[config.mk]
export PLATFORM = sky130hd
export DESIGN_NAME = lo_nco
export DESIGN_NICKNAME = d
export VERILOG_FILES = /design/src/rtl/lo_nco.sv
export SDC_FILE = /design/constraint.sdc
export NUM_CORES = 1
export LEC_CHECK = 0
export CORE_MARGIN = 2
export CORE_UTILIZATION = 54
export DETAILED_ROUTE_END_ITERATION = 10
export GPL_ROUTABILITY_DRIVEN = 0
export PLACE_DENSITY = 0.81
export SLEW_MARGIN = 20
export SYNTH_ARGS = -nofsm -noshare
export SYNTH_HDL_FRONTEND = slang
export SYNTH_SLANG_ARGS = --single-unit
[constraint.sdc]
create_clock -name clk -period 2.9 [get_ports clk]
set_clock_uncertainty 0.1 [all_clocks]
set_input_delay 0.58 -clock clk [delete_from_list [all_inputs] [get_ports clk]]
set_output_delay 0.58 -clock clk [all_outputs]
set_load 0.01 [all_outputs]
[src/rtl/lo_nco.sv]
// Numerically controlled local oscillator: phase accumulator, phase offset,
// and a quarter-wave table unfolded to produce simultaneous sin/cos samples.
module lo_nco #(
    parameter int ACC_W = 16,
    parameter int Q     = 2,
    parameter int OUT_W = 9,
    parameter int AMP   = 100
) (
    input  logic                    clk,
    input  logic                    rst_n,
    input  logic                    en,
    input  logic                    sync_clr,
    input  logic [ACC_W-1:0]        freq_word,
    input  logic [ACC_W-1:0]        phase_off,
    output logic signed [OUT_W-1:0] sin_out,
    output logic signed [OUT_W-1:0] cos_out,
    output logic                    out_valid
);

    localparam int N  = 1 << Q;
    localparam int IW = Q + 2;

    // Integer Taylor series keeps table construction free of real arithmetic.
    function automatic int lut_val(input int i);
        longint s, x, term, sum;
        s    = 64'sd268435456;
        x    = (64'sd843314857 * longint'(i)) / longint'(2 * N);
        term = x;
        sum  = x;
        for (int k = 1; k <= 12; k++) begin
            term = -(((term * x) / s) * x / s) / longint'((2 * k) * (2 * k + 1));
            sum  = sum + term;
        end
        return int'((longint'(AMP) * sum + s / 2) / s);
    endfunction

    logic signed [OUT_W-1:0] lut_w [0:N];

    for (genvar i = 0; i <= N; i++) begin : g_lut
        localparam int V = lut_val(i);
        assign lut_w[i] = OUT_W'(V);
    end

    localparam logic [Q:0] N_A = (Q+1)'(N);

    function automatic logic signed [OUT_W-1:0] unfold(input logic [IW-1:0] ix);
        logic [1:0]              quad;
        logic [Q:0]              ai;
        logic signed [OUT_W-1:0] mag;
        quad = ix[IW-1:Q];
        ai   = quad[0] ? (N_A - {1'b0, ix[Q-1:0]}) : {1'b0, ix[Q-1:0]};
        mag  = lut_w[ai];
        return quad[1] ? -mag : mag;
    endfunction

    logic [ACC_W-1:0]        acc_q, acc_d;
    logic [IW-1:0]           p1_q, p1_d;
    logic [1:0]              vld_pipe_q, vld_pipe_d;
    logic signed [OUT_W-1:0] sin_q, sin_d, cos_q, cos_d;
    logic [IW-1:0]           cos_idx;

    always_comb begin
        acc_d = acc_q;
        if (sync_clr)
            acc_d = '0;
        else if (en)
            acc_d = acc_q + freq_word;

        // Only the table index survives the stage; the rest is truncated anyway.
        p1_d       = IW'((acc_q + phase_off) >> (ACC_W - IW));
        vld_pipe_d = {vld_pipe_q[0] & ~sync_clr, en & ~sync_clr};

        cos_idx = p1_q + IW'(N);
        sin_d   = sin_q;
        cos_d   = cos_q;
        if (sync_clr) begin
            sin_d = '0;
            cos_d = '0;
        end else if (vld_pipe_q[0]) begin
            sin_d = unfold(p1_q);
            cos_d = unfold(cos_idx);
        end
    end

    always_ff @(posedge clk or negedge rst_n) begin
        if (!rst_n) begin
            acc_q      <= '0;
            p1_q       <= '0;
            vld_pipe_q <= '0;
            sin_q      <= '0;
            cos_q      <= '0;
        end else begin
            acc_q      <= acc_d;
            p1_q       <= p1_d;
            vld_pipe_q <= vld_pipe_d;
            sin_q      <= sin_d;
            cos_q      <= cos_d;
        end
    end

    assign sin_out   = sin_q;
    assign cos_out   = cos_q;
    assign out_valid = vld_pipe_q[1];

endmodule

==> flow_summary_export.csv <==
group,metric,value,unit
worst_setup_path,critPathMaxFanout,3,
die,start_util,0.5530,
power_and_ir_drop,leakage,1.793,nW
global_route,grt_usage,0.2408,
routing,wirelength,7573,um
synth,synth_mux_area_frac,0.03480,
routing,via_per_inst,5.949,
power_and_ir_drop,seqPwrFrac,0.288,
final_layout,seq_area,0.001001,mm^2
final_layout,design_area,0.004026,mm^2
synth,synthAdderAreaFrac,0.1454,
worst_setup_path,cpPeakStageDelay,0.42,ns
power_and_ir_drop,peakVddDrop,0.4050,mV
routing,wl_per_cell,14.97,um
timing,period_minus_slack,2.623,ns
global_route,grt_pass1_vias,2869,
timing,fin_crit_sh,0.9045,
synth,synth_xor_xnor_area_share,0.03519,
clocking,cts_sinks,40,
die,die_y,81.41,um
power_and_ir_drop,p_per_area,646.3,mW/mm^2
power_and_ir_drop,switching_share,0.4015,
worst_hold_path,hp-class,"in2async",
global_route,grt_max_degree,45,
synth,yosys.area_share.simple,0.2046,
die,pin_count,55,
synth,netlist_instances,369,
worst_setup_path,start_kind,"primary input",
routing,drc,0,
timing,max_slew_margin,0.3522,
worst_setup_path,worstSetupEndpointType,"flip-flop",
die,row_count,28,
timing,setup_ws,0.2770,ns
worst_setup_path,rr_startpoint,"p1_q[0]",
die,die_x,81.41,um
placement,io_buffers,54,
placement,dp_hpwl,5830,um
final_layout,diodes,0,
timing,slew_violations,0,
clocking,cts_tree,"done",
clocking,clk_latency,0.29,ns
placement,dpl-instance-area,0.003919,mm^2
timing,max_freq,381.2,MHz
routing,drt_iter0_markers,95,
routing,drtPass1Iterations,4,
synth,avgSynthCellArea,8.769,um^2
job,max-cap-violations,0,
timing,rsz0062_at_grt,"false",
die,core,0.005851,mm^2
synth,synth-compound-area-share,0.2363,
synth,synth_top_family_by_area,"compound AO/OA/AOI/OAI gates",
routing,vias,3010,
die,die_area,0.006627,mm^2
clocking,postCtsSetupBuffers,0,
power_and_ir_drop,p_int,1.557,mW
final_layout,final_cell_mix,"clkdlybuf4s50_1 (53), nor2_1 (40), dfrtp_1 (40)",
synth,synth_area,0.003236,mm^2
worst_setup_path,r2r-end,"cos_out[6]",
clocking,root_buffer,"clkbuf_8",
global_route,antenna_found_initial,0,
worst_setup_path,crit_chain,"clkdlybuf4s50_1 -> ha_1 -> inv_1 -> fa_1 -> nor2b_1 -> o31a_1 -> o211ai_2 -> nand2_1 -> a21o_1 -> a221o_1",
clocking,clkTransAtPathRegs,0.08,ns
final_layout,drive_gt1_frac,0.07657,
timing,worst_pin_slew,0.9718,ns
final_layout,nNetsFinal,503,
timing,setup_violations,0,
run_status,status,"finished, final reports clean",
routing,postRouteAntennaNets,0,
timing,setup_tns,0,ns
worst_setup_path,worst-path-buf-inv,2,
clocking,ctsHoldBuffers,0,
power_and_ir_drop,combPwrFrac,0.538,
synth,ys_ff_latch,40,
global_route,gr-total-overflow,0,
final_layout,layout_commonest_cell,"clkdlybuf4s50_1",
power_and_ir_drop,switchingPower,1.045,mW
final_layout,nFillCells,476,
worst_setup_path,cpMaxStageDelayCell,"clkdlybuf4s50_1",
placement,dp_slack,0.00002998,ns
worst_setup_path,worstRegToRegCells,10,
synth,synth_warnings,0,
synth,synth_cell_type_count,62,
clocking,cts_resized,0,
final_layout,multi_input_area,0.002123,mm^2
synth,ys.flop_type,"dfrtp_1",
worst_setup_path,cp.required,2.97,ns
clocking,cts_buffers,5,
final_layout,syn2layout_area_growth,24.44,%
global_route,grt_pass1_wl,12560,um
timing,final_hold_viol_count,0,
clocking,max-clock-path-buffers,2,
worst_setup_path,criticalPathCategory,"in2reg",
worst_setup_path,r2r_setup_slack,0.32,ns
synth,seq_area_frac_synth,0.3094,
power_and_ir_drop,pwr-share-clk,0.175,
synth,synth-async-reset-ratio,1.000,
synth,synth-edff-count,0,
synth,syn_nets,442,
worst_setup_path,crit_family,"compound AO/OA/AOI/OAI gates",
worst_setup_path,arrival,2.70,ns
clocking,h-tree-depth,2,
[state kept, by name, indices dropped and copies added (netlist names)]
name	count
p1_q	4
acc_q	16
sin_out	9
cos_out	9
vld_pipe_q	2
[kinds of logic after synthesis]
family | Yosys count
muxes | 11
buffers and inverters | 29
and+or+nand+nor | 133
DFF | 40
xor gates and xnor gates | 13
adders and majority gates | 37
AOI/OAI and AO/OA | 106
[area by class of cell]
cell class | count | area share
clock inverters | 2 | 0.008701
repair buffers | 69 | 0.1610
multi-input cells | 300 | 0.5273
clock buffers | 6 | 0.01802
inverters | 14 | 0.01305
well taps | 75 | 0.02331
flip-flops and latches | 40 | 0.2486
[Yosys cell counts (6+ instances only)]
master / instances / area share
ha_1: 36 / 0.14
nor3_1: 10 / 0.015
a211oi_1: 9 / 0.021
clkbuf_1: 9 / 0.010
o21ai_0: 15 / 0.023
a21oi_1: 26 / 0.040
nand2_1: 26 / 0.030
mux2i_1: 9 / 0.028
nand2b_1: 8 / 0.015
xnor2_1: 9 / 0.024
nor2_1: 40 / 0.046
nand3_1: 11 / 0.017
o211ai_1: 6 / 0.014
nor2b_1: 6 / 0.012
nand4_1: 6 / 0.012
inv_1: 14 / 0.016
dfrtp_1: 40 / 0.31
[power by group through the flow]
stage          Combinational (mW)  Sequential [mW]  Clock, mW
2_1_floorplan                1.02            0.735          0
3_3_place_gp                 1.35            0.752          0
3_5_place_dp                 1.39            0.758          0
4_1_cts                      1.40            0.748      0.460
5_1_grt                      1.57            0.763      0.487
6_report                     1.40            0.748      0.455
[worst max path at each step]
| stage | startpoint | end | slack, ns | cells past startpoint |
|---|---|---|---|---|
| finish | freq_word[0] | acc_q[8] | 0.28 | 10 |
| global route | freq_word[1] | acc_q[15] | 0.13 | 8 |
| CTS | freq_word[0] | acc_q[8] | 0.29 | 10 |
| detailed placement | freq_word[0] | acc_q[8] | 0.00003 | 10 |
| global placement | freq_word[1] | acc_q[15] | 0.08 | 8 |
| floorplan | p1_q[0] | cos_out[6] | 0.39 | 10 |
[through the flow]
step / hold WS (ns) / power, mW / instances / utilization
3_5_place_dp: 0.3977 / 2.151 / 498 / 0.6698
4_1_cts: 0.3356 / 2.610 / 506 / 0.6882
3_3_place_gp: 0.3858 / 2.099 / 498 / 0.6698
5_1_grt: 0.3775 / 2.821 / 506 / 0.6882
2_1_floorplan: 0.1844 / 1.754 / 369 / -
6_report: 0.2925 / 2.602 / 506 / 0.6882
[per-layer routing]
layer  up-vias  wire [um]  global-route usage
met5         -          0                   0
met3        14        313             0.03222
met4         0        154             0.08644
met2        81       3832              0.4377
li1       1502          -                   -
met1      1413       3273              0.2876
(Power assumes the default switching activity.)
